--- config.mk ---
export PLATFORM = sky130hd
export DESIGN_NAME = tile_fetch
export DESIGN_NICKNAME = d
export VERILOG_FILES = /design/src/rtl/tile_fetch.sv
export SDC_FILE = /design/constraint.sdc
export NUM_CORES = 1
export LEC_CHECK = 0
export CAP_MARGIN = 40
export CORE_UTILIZATION = 53
export CTS_BUF_LIST = sky130_fd_sc_hd__clkbuf_8 sky130_fd_sc_hd__clkbuf_16
export DETAILED_ROUTE_END_ITERATION = 8
export PLACE_DENSITY = 0.86
export SLEW_MARGIN = 20
export SYNTH_ARGS = -nofsm -noshare
export SYNTH_HDL_FRONTEND = slang
export SYNTH_SLANG_ARGS = --single-unit
--- constraint.sdc ---
create_clock -name clk -period 5.7 [get_ports clk]
set_clock_uncertainty 0.2 [all_clocks]
set_input_delay 1.71 -clock clk [delete_from_list [all_inputs] [get_ports clk]]
set_output_delay 1.71 -clock clk [all_outputs]
set_load 0.01 [all_outputs]
--- src/rtl/tile_fetch.sv ---
// tile_fetch -- fetches a tile of TILE_ROWS BRAM words starting at a base
// address and streams each word out as WPB lanes of DATA_W bits, lane 0
// being the least-significant slice of the word.
//
// Ports
//   clk, rst_n   : rising-edge clock, asynchronous active-low reset
//   start        : one-cycle fetch request, only honoured while idle
//   abort        : synchronous cancel; returns to idle with no done pulse
//   base_addr    : tile base address, sampled when start is accepted
//   bram_en      : BRAM read enable (one cycle per word)
//   bram_addr    : BRAM read address, wraps modulo MEM_DEPTH
//   bram_rdata   : BRAM read data, valid the cycle after bram_en
//   out_data     : current lane
//   out_valid    : lane valid
//   out_ready    : consumer accepts the lane
//   out_last     : final lane of the tile
//   busy         : high whenever not idle
//   done         : one-cycle completion pulse
module tile_fetch #(
   parameter int DATA_W    = 16,
   parameter int BRAM_W    = 64,
   parameter int MEM_DEPTH = 256,
   parameter int TILE_ROWS = 2,
   localparam int WPB      = BRAM_W / DATA_W,
   localparam int AW       = $clog2(MEM_DEPTH)
) (
   input  logic              clk,
   input  logic              rst_n,
   input  logic              start,
   input  logic              abort,
   input  logic [AW-1:0]     base_addr,
   output logic              bram_en,
   output logic [AW-1:0]     bram_addr,
   input  logic [BRAM_W-1:0] bram_rdata,
   output logic [DATA_W-1:0] out_data,
   output logic              out_valid,
   input  logic              out_ready,
   output logic              out_last,
   output logic              busy,
   output logic              done
);

   // Counter widths sized to hold TILE_ROWS-1 and WPB-1 (at least one bit).
   localparam int RW = (TILE_ROWS > 1) ? $clog2(TILE_ROWS) : 1;
   localparam int LW = (WPB > 1) ? $clog2(WPB) : 1;

   typedef enum logic [2:0] {
      IDLE   = 3'd0,
      REQ    = 3'd1,
      WAIT   = 3'd2,
      UNPACK = 3'd3,
      DONE   = 3'd4
   } state_t;

   state_t                        state, state_nx;

   // Datapath strobes decoded by the FSM.
   logic                          accept;    // start taken in IDLE
   logic                          capture;   // latch bram_rdata into word
   logic                          lane_adv;  // move to next lane of word
   logic                          row_adv;   // move to next word of tile

   // addr tracks (base + row_cnt) mod MEM_DEPTH incrementally, so no
   // adder/modulo on the address path.
   logic [AW-1:0]                 addr;
   logic [RW-1:0]                 row_cnt;
   logic [LW-1:0]                 lane_idx;
   logic [WPB-1:0][DATA_W-1:0]    word;

   logic                          last_lane;
   logic                          last_row;

   assign last_lane = (lane_idx == LW'(WPB - 1));
   assign last_row  = (row_cnt  == RW'(TILE_ROWS - 1));

   always_ff @(posedge clk or negedge rst_n) begin
      if (!rst_n) state <= IDLE;
      else        state <= state_nx;
   end

   // Outputs are decoded from state only, so everything is zero in IDLE
   // and hence zero the instant reset forces IDLE.
   always_comb begin
      state_nx  = state;
      accept    = 1'b0;
      capture   = 1'b0;
      lane_adv  = 1'b0;
      row_adv   = 1'b0;
      bram_en   = 1'b0;
      bram_addr = '0;
      out_valid = 1'b0;
      out_data  = '0;
      out_last  = 1'b0;
      busy      = 1'b1;
      done      = 1'b0;
      case (state)
         IDLE: begin
            busy = 1'b0;
            // abort wins over a coincident start
            if (start && !abort) begin
               accept   = 1'b1;
               state_nx = REQ;
            end
         end
         REQ: begin
            bram_en   = 1'b1;
            bram_addr = addr;
            state_nx  = WAIT;
         end
         WAIT: begin
            capture  = 1'b1;
            state_nx = UNPACK;
         end
         UNPACK: begin
            out_valid = 1'b1;
            out_data  = word[lane_idx];
            out_last  = last_lane && last_row;
            if (out_ready) begin
               if (!last_lane) begin
                  lane_adv = 1'b1;
               end else if (!last_row) begin
                  // next read only once every lane of this word is taken
                  row_adv  = 1'b1;
                  state_nx = REQ;
               end else begin
                  state_nx = DONE;
               end
            end
         end
         DONE: begin
            done     = 1'b1;
            state_nx = IDLE;
         end
         default: begin
            busy     = 1'b0;
            state_nx = IDLE;
         end
      endcase
      // Cancel drops any progress made in the same cycle, including a
      // lane handshake.
      if (abort && (state != IDLE)) begin
         state_nx = IDLE;
         capture  = 1'b0;
         lane_adv = 1'b0;
         row_adv  = 1'b0;
      end
   end

   always_ff @(posedge clk or negedge rst_n) begin
      if (!rst_n) begin
         addr     <= '0;
         row_cnt  <= '0;
         lane_idx <= '0;
         word     <= '0;
      end else begin
         if (accept) begin
            addr    <= base_addr;
            row_cnt <= '0;
         end
         if (row_adv) begin
            row_cnt <= row_cnt + 1'b1;
            addr    <= (addr == AW'(MEM_DEPTH - 1)) ? '0 : addr + 1'b1;
         end
         if (capture) begin
            word     <= bram_rdata;
            lane_idx <= '0;
         end
         if (lane_adv) lane_idx <= lane_idx + 1'b1;
      end
   end

endmodule

==> metrics <==
clock tree sinks=78; hold_ws=0.308 ns; row count=31; post-layout util=73.3%; RePlAce Congestion=0.845; R2R Setup Slk=2.92 ns; relative slew slack=51.3%; total chip power=1.88 mW; count of cell types in the netlist=41; RSZ-0062 raised after global routing=no; Final WS setup=1.41 ns; Final Hold Fails=0; vias per inst=5.51; Slew Limit Fails=0; P_leak=2.30 nW; maximum VDD drop=0.196 mV; CP startpoint=state[0]; flip-flop and latch count after synthesis=78; Period Utilization, post-route=75.2%; slowest stage delay, CP=0.66 ns; Flop pwr share=45.7%; commonest non-fill, non-tap cells in the layout=104 x clkdlybuf4s50_1, 78 x dfrtp_1, 60 x mux2_4; clock share of power=24.9%; EDFF count, synth=0; Iter 0 DRT Violations=104; antenna diode count=0; fillers=501; DR pass1 iterations=4; Starting Density=55.8%; Int Pwr=1.39 mW; Root Driver=clkbuf_8; Area growth, synth to finish=31.4%; die area=8160 um2; post-cts sizing count=0; worst r2r src=state[2]; post-synth top area share=47.2%; GRT Residual Overflow=0; min Tclk post-route=4.29 ns; sequential fraction of the synthesis area=47.2%; Slowest cell on crit path=nor3b_1; dominant cell type by area after synthesis=dfrtp_1; hold wc startpoint=word[38]; combinational group share of total power=29.4%; Worst setup EP type=output pin; Die Y=90.3 um; Worst-path clk slew=0.08 ns; total wire length=8500 um; total negative slack=0 ns; yosys warns=0; layout cells sized above 1=27.7%; initial antenna violation count=0; DRC violations left=0; Mapped Area=4130 um2; status=completed; Setup CP Type=reg -> out; Port-buffer cells=105; vias in the first global route=2834; maxcap violations=0; Setup Fix Bufs, Post-CTS=0; Arrival @ worst endpoint=2.38 ns; Clk Latency, worst-skew pair=0.34 ns; largest net degree at the start of global routing=59; cell area after layout=5430 um2; P per Cell Area=345 nW/um2; worst hold path type=reg -> reg; setup violators final=0; Worst setup SP type=flip-flop; die span in x=90.3 um; I/O Pins=106; async set-or-reset flop fraction in the synthesized netlist=100%; worst slew pin tran=0.729 ns; DR WL/cell=17.4 um; Synth area leaders=dfrtp_1 47%, mux2_4 22%, mux4_2 8.7%, and2_1 3.9%, buf_12 2.9%; H-Tree Depth=3; CP required=3.79 ns; clk buf depth=2; first-pass GRT wire length=14200 um; most common cell after layout, fill and taps aside=clkdlybuf4s50_1; Switching Fraction=25.9%; Vias=2693; syn_area_per_cell=14.7 um2; placed cells=472; Placeable Area=7410 um2; CTS tree=done; synthesized net count=360; top_reg_cell synth=dfrtp_1; crit path max fanout=11; Gate Count Post-Synth=281; FMAX=233 MHz; post-cts hold buffer count=0; ANT nets after route=0; pre-CTS setup slack=1.23 ns; Num CTS Buffers=9; total track usage=22.6%; Psw=485 uW; fin cells=489; Final Net Count=464; Area after DPL=5190 um2; Post-DP HPWL=5960 um; crit-path cells=nor3b_1 > and2_1 > clkdlybuf4s50_1
[cell usage after synthesis, types with 2 or more instances]
master,instances
buf_6,2
a32o_1,2
nand2_1,10
nor2_1,9
and3_1,4
mux2_2,5
a31oi_1,2
clkbuf_1,4
nand4_1,3
ha_1,2
nor2_8,2
buf_12,6
nand3_1,7
inv_1,3
nor4_1,3
mux2_4,60
mux2i_1,4
dfrtp_1,78
o21ai_0,4
and2_1,26
a211o_1,2
o211ai_1,2
buf_2,4
nor3_1,5
mux4_2,16
[worst max-delay path: cells and delay by family (launching register included)]
family / cells / cell delay, ns
flops: 1 / 0.62
buf+inv: 1 / 0.53
simple gates: 2 / 0.88
[layer usage]
layer | vias up | GRT usage, % | share of wire, %
met5 | - | 0 | 0
met4 | 0 | 8.33 | 0.78
met3 | 6 | 5.56 | 6.1
met2 | 98 | 36.8 | 49
met1 | 1356 | 29.3 | 44
li1 | 1233 | - | -
[registers in the layout (all words and copies together), names as in the netlist]
signal    count
state         3
word         64
last_row      1
addr          8
lane_idx      2
[path summary, 6_finish.rpt]
path / cells after the start / endpoint
min reg2reg: 1 / word[38]
max: 3 / bram_addr[3]
max reg2reg: 4 / word[56]
min: 1 / word[38]
min in group asynchronous: 1 / word[15]
max in group asynchronous: 2 / word[28]
[power groups by stage]
| stage | sequential, mW | combinational [mW] | clock, mW |
|---|---|---|---|
| global placement | 0.858 | 0.532 | 0 |
| global route | 0.880 | 0.596 | 0.502 |
| detailed placement | 0.866 | 0.553 | 0 |
| finish | 0.856 | 0.552 | 0.467 |
| CTS | 0.861 | 0.556 | 0.479 |
| floorplan | 0.810 | 0.435 | 0 |
[kinds of logic (layout without fill, tap and decap cells)]
logic type                 after synthesis  in the layout  synth area share (%)
and+or+nand+nor                         75             75                  10.9
DFF                                     78             78                  47.2
AOI/OAI and AO/OA                       19             19                  3.36
xor gates and xnor gates                 1              1                 0.212
buffers and inverters                   21            130                  4.87
muxes                                   85             85                  32.8
adders and majority gates                2              2                 0.605
[layout make-up]
cell class	count	area, um2	area share, %
multi-input cells	182	1980	36.5
clock inverters	6	92.6	1.70
flip-flops and latches	78	1950	35.9
inverters	3	11.3	0.207
well taps	99	124	2.28
repair buffers	111	1130	20.9
clock buffers	10	138	2.53
(Power assumes the default switching activity.)
